`config.mk`:
```
export PLATFORM = sky130hd
export DESIGN_NAME = timer_ctrl
export DESIGN_NICKNAME = d
export VERILOG_FILES = /design/src/rtl/timer_ctrl.sv
export SDC_FILE = /design/constraint.sdc
export NUM_CORES = 1
export LEC_CHECK = 0
export BUFFER_PORTS_ARGS = -buffer_cell sky130_fd_sc_hd__buf_2
export CAP_MARGIN = 20
export CORE_ASPECT_RATIO = 1.5
export CORE_MARGIN = 2
export CORE_UTILIZATION = 54
export CTS_BUF_LIST = sky130_fd_sc_hd__clkbuf_16
export DETAILED_ROUTE_END_ITERATION = 10
export GPL_TIMING_DRIVEN = 0
export PLACE_DENSITY = 0.83
export SLEW_MARGIN = 20
export SYNTH_ARGS = -nofsm -noshare
export SYNTH_HDL_FRONTEND = slang
export SYNTH_SLANG_ARGS = --single-unit
```
`constraint.sdc`:
```
create_clock -name I_clk -period 5.35 [get_ports I_clk]
set_clock_uncertainty 0.05 [all_clocks]
set_input_delay 1.07 -clock I_clk [delete_from_list [all_inputs] [get_ports I_clk]]
set_output_delay 1.07 -clock I_clk [all_outputs]
set_load 0.05 [all_outputs]
```
`src/rtl/timer_ctrl.sv`:
```
// Bus-mapped timer: prescaler plus compare counter with one-shot/periodic mode and a maskable, acknowledgeable irq.
// Reads return data one cycle after I_re; writes take effect on the strobe edge; there is no backpressure.
module timer_ctrl #(
  parameter int DATA_WIDTH     = 32,
  parameter int PRESCALE_WIDTH = 16
) (
  input  logic                  I_clk,
  input  logic                  I_rst,
  input  logic [1:0]            I_addr,
  input  logic                  I_we,
  input  logic                  I_re,
  input  logic [DATA_WIDTH-1:0] I_wdata,
  output logic [DATA_WIDTH-1:0] O_rdata,
  output logic                  O_irq,
  output logic                  O_pulse
);

  typedef enum logic {STOP = 1'b0, RUN = 1'b1} state_t;

  localparam logic [1:0] ADDR_CTRL     = 2'd0;
  localparam logic [1:0] ADDR_PRESCALE = 2'd1;
  localparam logic [1:0] ADDR_COMPARE  = 2'd2;
  localparam logic [1:0] ADDR_COUNT    = 2'd3;

  localparam logic [PRESCALE_WIDTH-1:0] P_ONE = PRESCALE_WIDTH'(1);
  localparam logic [DATA_WIDTH-1:0]     C_ONE = DATA_WIDTH'(1);

  state_t                    state_q, state_d;
  logic                      reload_q, reload_d;
  logic                      irq_en_q, irq_en_d;
  logic                      pending_q, pending_d;
  logic [PRESCALE_WIDTH-1:0] prescale_q, prescale_d;
  logic [PRESCALE_WIDTH-1:0] p_q, p_d;
  logic [DATA_WIDTH-1:0]     compare_q, compare_d;
  logic [DATA_WIDTH-1:0]     count_q, count_d;
  logic [DATA_WIDTH-1:0]     rdata_q, rdata_d;
  logic                      irq_q, irq_d;
  logic                      pulse_q, pulse_d;

  logic run, tick, match;
  logic wr_ctrl, wr_prescale, wr_compare, wr_ack;

  always_ff @(posedge I_clk or posedge I_rst) begin
    if (I_rst) begin
      state_q    <= STOP;
      reload_q   <= 1'b0;
      irq_en_q   <= 1'b0;
      pending_q  <= 1'b0;
      prescale_q <= '0;
      p_q        <= '0;
      compare_q  <= '0;
      count_q    <= '0;
      rdata_q    <= '0;
      irq_q      <= 1'b0;
      pulse_q    <= 1'b0;
    end else begin
      state_q    <= state_d;
      reload_q   <= reload_d;
      irq_en_q   <= irq_en_d;
      pending_q  <= pending_d;
      prescale_q <= prescale_d;
      p_q        <= p_d;
      compare_q  <= compare_d;
      count_q    <= count_d;
      rdata_q    <= rdata_d;
      irq_q      <= irq_d;
      pulse_q    <= pulse_d;
    end
  end

  always_comb begin
    state_d    = state_q;
    reload_d   = reload_q;
    irq_en_d   = irq_en_q;
    pending_d  = pending_q;
    prescale_d = prescale_q;
    p_d        = p_q;
    compare_d  = compare_q;
    count_d    = count_q;
    rdata_d    = rdata_q;

    run         = (state_q == RUN);
    tick        = run && (p_q == prescale_q);
    match       = tick && (count_q == compare_q);
    wr_ctrl     = I_we && (I_addr == ADDR_CTRL);
    wr_prescale = I_we && (I_addr == ADDR_PRESCALE);
    wr_compare  = I_we && (I_addr == ADDR_COMPARE);
    wr_ack      = I_we && (I_addr == ADDR_COUNT) && I_wdata[0];

    if (run) begin
      p_d = tick ? '0 : p_q + P_ONE;
      if (tick) begin
        count_d = match ? '0 : count_q + C_ONE;
      end
    end

    if (match && !reload_q) begin
      state_d = STOP;
    end

    // A CTRL write outranks the one-shot stop landing on the same edge.
    if (wr_ctrl) begin
      state_d  = I_wdata[0] ? RUN : STOP;
      reload_d = I_wdata[1];
      irq_en_d = I_wdata[2];
    end

    if (wr_prescale) begin
      prescale_d = I_wdata[PRESCALE_WIDTH-1:0];
    end
    if (wr_compare) begin
      compare_d = I_wdata;
    end
    if (wr_prescale || wr_compare) begin
      p_d     = '0;
      count_d = '0;
    end

    // Set beats clear when a match and an ACK coincide.
    if (match) begin
      pending_d = 1'b1;
    end else if (wr_ack) begin
      pending_d = 1'b0;
    end

    if (I_re) begin
      case (I_addr)
        ADDR_CTRL:     rdata_d = {{(DATA_WIDTH-4){1'b0}}, pending_q, irq_en_q, reload_q, run};
        ADDR_PRESCALE: rdata_d = {{(DATA_WIDTH-PRESCALE_WIDTH){1'b0}}, prescale_q};
        ADDR_COMPARE:  rdata_d = compare_q;
        default:       rdata_d = count_q;
      endcase
    end

    pulse_d = match;
    irq_d   = pending_q && irq_en_q;
  end

  assign O_rdata = rdata_q;
  assign O_irq   = irq_q;
  assign O_pulse = pulse_q;

endmodule

```
== Yosys cells after proc, flatten, opt, wreduce, memory -nomap -nowiden ==
Index checks and enable logic that the tools add are counted.

* Add/sub/neg operators: 2
* Equal/unequal tests: 5
* Multiplexer cells: 13
* Reduce and logical (&&, ||, !) cells: 17

{| class="wikitable"
|+ Operators with widths
! operator !! count
|-
| 2-to-1 mux 32 bit || 4
|-
| one-hot mux 32 bit (3 select lines) || 1
|-
| 2-to-1 mux 16 bit || 3
|-
| adder 32 x 1 -> 32 bit, second input constant || 1
|-
| equality test 32 bit || 1
|-
| adder 16 x 1 -> 16 bit, second input constant || 1
|-
| equality test 16 bit || 1
|-
| logical AND 1 bit || 9
|-
| nonzero test 2 bit || 4
|-
| 2-to-1 mux 1 bit || 5
|-
| equality test 2 bit, second input constant || 2
|-
| equality test 2 x 1 -> 1 bit, second input constant || 1
|-
| zero test 2 bit || 1
|-
| AND reduction 2 bit || 1
|-
| zero test 1 bit || 1
|-
| logical OR 1 bit || 1
|}

* Register bits after elaboration: 134
* Bits of input ports: 38
* Word-level logic and storage cells: 48

== Longest topological paths before layout ==
* Depth after elaboration: 7
* Gate-level depth with buffers: 9
* Depth with buffers taken out: 7

== Least setup slack after synthesis ==
No wires, ideal clock.

* Kind: input port to flip-flop
* From: input I_addr[0]
* To: register p_q[12]
* Arrival time: 2.357 ns
* Setup slack: 2.822 ns
* Stages: 9
* Path buffers: 3
* Cells stage by stage: buf_4 nor2b_1 clkbuf_2 o21a_1 buf_2 o2111ai_1 nor2_1 xnor2_1 nor2_1

* Longest elaborated chain between the ends: 4

{| class="wikitable"
|+ RTL lines
! element !! line !! text
|-
| start, declared || 9 || <nowiki>input logic [1:0] I_addr,</nowiki>
|-
| equality test 2 x 1 -> 1 bit or equality test 2 bit (tied branches) || 86, 87 ||
|-
| logical AND 1 bit, on equally long branches || 86, 87 ||
|-
| logical OR 1 bit * || 114 || <nowiki>if (wr_prescale || wr_compare) begin</nowiki>
|-
| 2-to-1 mux 16 bit or nonzero test 2 bit (tied branches) || -- ||
|-
| end signal, assigned || 62 || <nowiki>p_q <= p_d;</nowiki>
|-
| end, declared || 33 || <nowiki>logic [PRESCALE_WIDTH-1:0] p_q, p_d;</nowiki>
|}

Mark *: on every way between the ends. The rest lies on a longest branch, timed or not.
A chain may end at the register's enable or synchronous reset.

== Worst setup path after layout ==
* From: input I_addr[1]
* To: register p_q[15]

The elaborated chain is that of the path after synthesis.

==> summary.md <==
| Metric | Value |
|---|---|
| Syn nets | `657` |
| Setup_tns | `0 ns` |
| Via density | `6.033` |
| Filler cells | `958` |
| Total Nets Final | `746` |
| R2R depth | `8` |
| Ys async rst share | `100.0%` |
| Clock Tree Buf Depth | `2` |
| Die W | `95.79 µm` |
| RSZ-0062 raised after global routing | `no` |
| Synth area leaders | `dfrtp_1 49%, mux2_2 11%, xnor2_1 7.1%` |
| Num Clock Sinks | `134` |
| Drt total wl | `17780 µm` |
| Core Rows | `50` |
| Worst EP required | `5.64 ns` |
| CTS Buf Count | `17` |
| Share of cells above drive strength 1 | `26.75%` |
| Initial antenna violation count | `0` |
| Crit path time final | `2.665 ns` |
| Commonest cells after routing, fill and taps aside | `134 x dfrtp_1, 80 x buf_2, 66 x mux2_2` |
| Clock transition at the registers of the reported paths | `0.05 ns` |
| RePlAce Congestion | `0.9580` |
| Die ar. | `0.01357 mm²` |
| Buffers on Ports | `69` |
| Maximum VDD drop | `196.2 µV` |
| Worst min path class | `reg -> reg` |
| CP Cell Sequence | `buf_2 > nor2b_1 > clkbuf_2 > o21ai_1 > nand2_1 > buf_2 > nor2_1` |
| Crit path from | `I_addr[1]` |
| WL/cell | `20.44 µm` |
| Postcts setup bufs | `0` |
| Gr usage total | `28.04%` |
| Crit. End Element | `flip-flop` |
| DRC viols | `0` |
| Final count of pins violating max slew | `0` |
| Most common library cell in the layout ignoring fill and taps | `dfrtp_1` |
| Ant. Diodes | `0` |
| R2r endpoint | `count_q[19]$_DFFE_PP0P_` |
| CTS tree | `built` |
| Pin count of the biggest net entering global routing | `72` |
| Worst R2R Setup Slack | `2.75 ns` |
| Crit path launch type | `primary input` |
| First-pass GRT wire length | `28500 µm` |
| CORE AREA | `0.01239 mm²` |
| #FFs+latches synth | `134` |
| M3 GR Usage | `5.789%` |
| YS warnings | `0` |
| Total power | `0.002813 W` |
| Crit path to | `p_q[15]$_DFFE_PP0P_` |
| Post-synthesis area per instance | `11.06 µm²` |
| Max-Cap Viols | `0` |
| Area Overhead vs Synth | `16.04%` |
| Post-synthesis sequential area ratio | `49.14%` |
| Worst Tran Pin Value | `0.9025 ns` |
| Cell Area, Synth | `0.006824 mm²` |
| Total gr overflow | `0` |
| Post-synth top area share | `49.14%` |
| CP Class | `in -> reg` |
| Power density over cell area | `355.2 mW/mm²` |
| Global route hottest layer | `met2` |
| Root Buffer | `clkbuf_16` |
| Max Fclk | `375.2 MHz` |
| Final worst-path cycle share | `49.82%` |
| Post-synth EDFFs | `0` |
| Final hold violation count | `0` |
| Max FO, Critical Path | `10` |
| Leak | `3.450 nW` |
| Initial DRC count | `403` |
| Drt pass-1 iters | `5` |
| GR Util met2 | `47.52%` |
| Crit path top cell by count | `buf_2` |
| Vias | `5249` |
| IO Pins | `72` |
| Outcome | `finished, final reports clean` |
| Largest area contributor in the netlist | `dfrtp_1` |
| Met1 global-route usage | `31.83%` |
| R2r startpoint | `p_q[6]$_DFFE_PP0P_` |
| Final setup fails | `0` |
| Worst skew pair latency | `0.41 ns` |
| Initial core utilization | `55.09%` |
| Slowest-stage cell, CP | `o21ai_1` |
| DP Wirelength | `13080 µm` |
| Cts repair resizes | `0` |
| CTS Hold Bufs | `0` |
| CTS H-tree lvls | `4` |
| Syn Inst Count | `617` |
| Die Height | `141.7 µm` |
| Slew HR | `39.83%` |
| Vias in the first global route | `5449` |
| WP data arrival | `2.96 ns` |
| Post-synthesis cell type count | `54` |
| Slowest cell delay on critical path | `0.66 ns` |
| ANT nets after route | `0` |
| Ys flop type | `dfrtp_1` |
-- cells by family (layout without fill, tap and decap cells) --
kind of cell / count (synthesis) / in the layout / synth area share (%)
AO/OA/AOI/OAI: 84 / 84 / 7.958
XOR/XNOR: 77 / 77 / 9.883
adder cells (fa/ha/maj): 2 / 2 / 0.3666
buffers and inverters: 56 / 153 / 3.795
flip-flops: 134 / 134 / 49.14
multiplexers: 88 / 88 / 14.85
AND/OR/NAND/NOR: 176 / 176 / 14.01
-- Yosys cell counts, types with 7 or more instances --
cell type,number
nand2_1,24
inv_1,21
and3_1,13
o21ai_0,8
xor2_1,22
or3_1,7
o22ai_1,16
xnor2_1,55
nand4_1,25
a21oi_1,25
a22oi_1,12
mux2i_1,18
mux2_2,66
nand3_1,15
buf_2,11
clkbuf_1,11
dfrtp_1,134
nor2_1,55
-- power by group --
group          internal [W]  total (W)  switching (W)  leakage [nW]
Sequential          0.00113    0.00123       0.000104          1.71
Clock              0.000659    0.00106       0.000405         0.253
Combinational      0.000210   0.000517       0.000308          1.49
-- worst max-delay path: cells and delay by family --
| family | cells | cell delay (ns) |
|---|---|---|
| AO/OA/AOI/OAI | 1 | 0.66 |
| buffers and inverters | 3 | 0.60 |
| AND/OR/NAND/NOR | 3 | 0.62 |
-- metal layers --
layer  vias up  routed length [µm]
met2       197                9286
met5         -                   0
li1       2371                   -
met3        73                 872
met4         0                1107
met1      2608                6512
-- how the worst min path moves through the flow --
stage / end / from / cells after the start / slack, ns
2_1_floorplan: pending_q$_DFFE_PP0P_ / pending_q$_DFFE_PP0P_ / 1 / 0.41
3_3_place_gp: O_rdata[3]$_DFFE_PP0P_ / O_rdata[3]$_DFFE_PP0P_ / 1 / 0.44
3_5_place_dp: O_rdata[2]$_DFFE_PP0P_ / O_rdata[2]$_DFFE_PP0P_ / 1 / 0.45
4_1_cts: O_rdata[2]$_DFFE_PP0P_ / O_rdata[2]$_DFFE_PP0P_ / 1 / 0.46
5_1_grt: O_rdata[0]$_DFFE_PP0P_ / O_rdata[0]$_DFFE_PP0P_ / 1 / 0.48
6_report: O_rdata[2]$_DFFE_PP0P_ / O_rdata[2]$_DFFE_PP0P_ / 1 / 0.45
-- registers in the layout, summed over array words and instances (netlist names) --
| register | cells |
|---|---|
| O_rdata | 32 |
| pending_q | 1 |
| run | 1 |
| O_pulse | 1 |
| count_q | 32 |
| prescale_q | 16 |
| compare_q | 32 |
| irq_en_q | 1 |
| reload_q | 1 |
| O_irq | 1 |
| p_q | 16 |
-- layout make-up --
| type | instances | area, µm² | area share (%) |
|---|---|---|---|
| buffer | 35 | 180.2 | 2.275 |
| clock buffer | 17 | 425.4 | 5.372 |
| clock inverter | 10 | 93.84 | 1.185 |
| inverter | 21 | 86.33 | 1.090 |
| multi-input combinational | 427 | 3212 | 40.56 |
| sequential | 134 | 3353 | 42.34 |
| tap | 156 | 195.2 | 2.465 |
| timing repair buffer | 70 | 372.9 | 4.708 |
-- stage by stage --
stage / area (µm²) / setup WS (ns) / util, % / cells / hold WS (ns)
2_1_floorplan: 6824 / 0.6472 / - / 617 / 0.4089
3_3_place_gp: 7365 / -0.6490 / 59.45 / 842 / 0.4359
3_5_place_dp: 7400 / 2.334 / 59.74 / 843 / 0.4454
4_1_cts: 7919 / 2.720 / 63.93 / 870 / 0.4575
5_1_grt: 7919 / 2.600 / 63.93 / 870 / 0.4793
6_report: 7919 / 2.685 / 63.93 / 870 / 0.4528
Note: power is estimated with default switching activity, not from simulation.
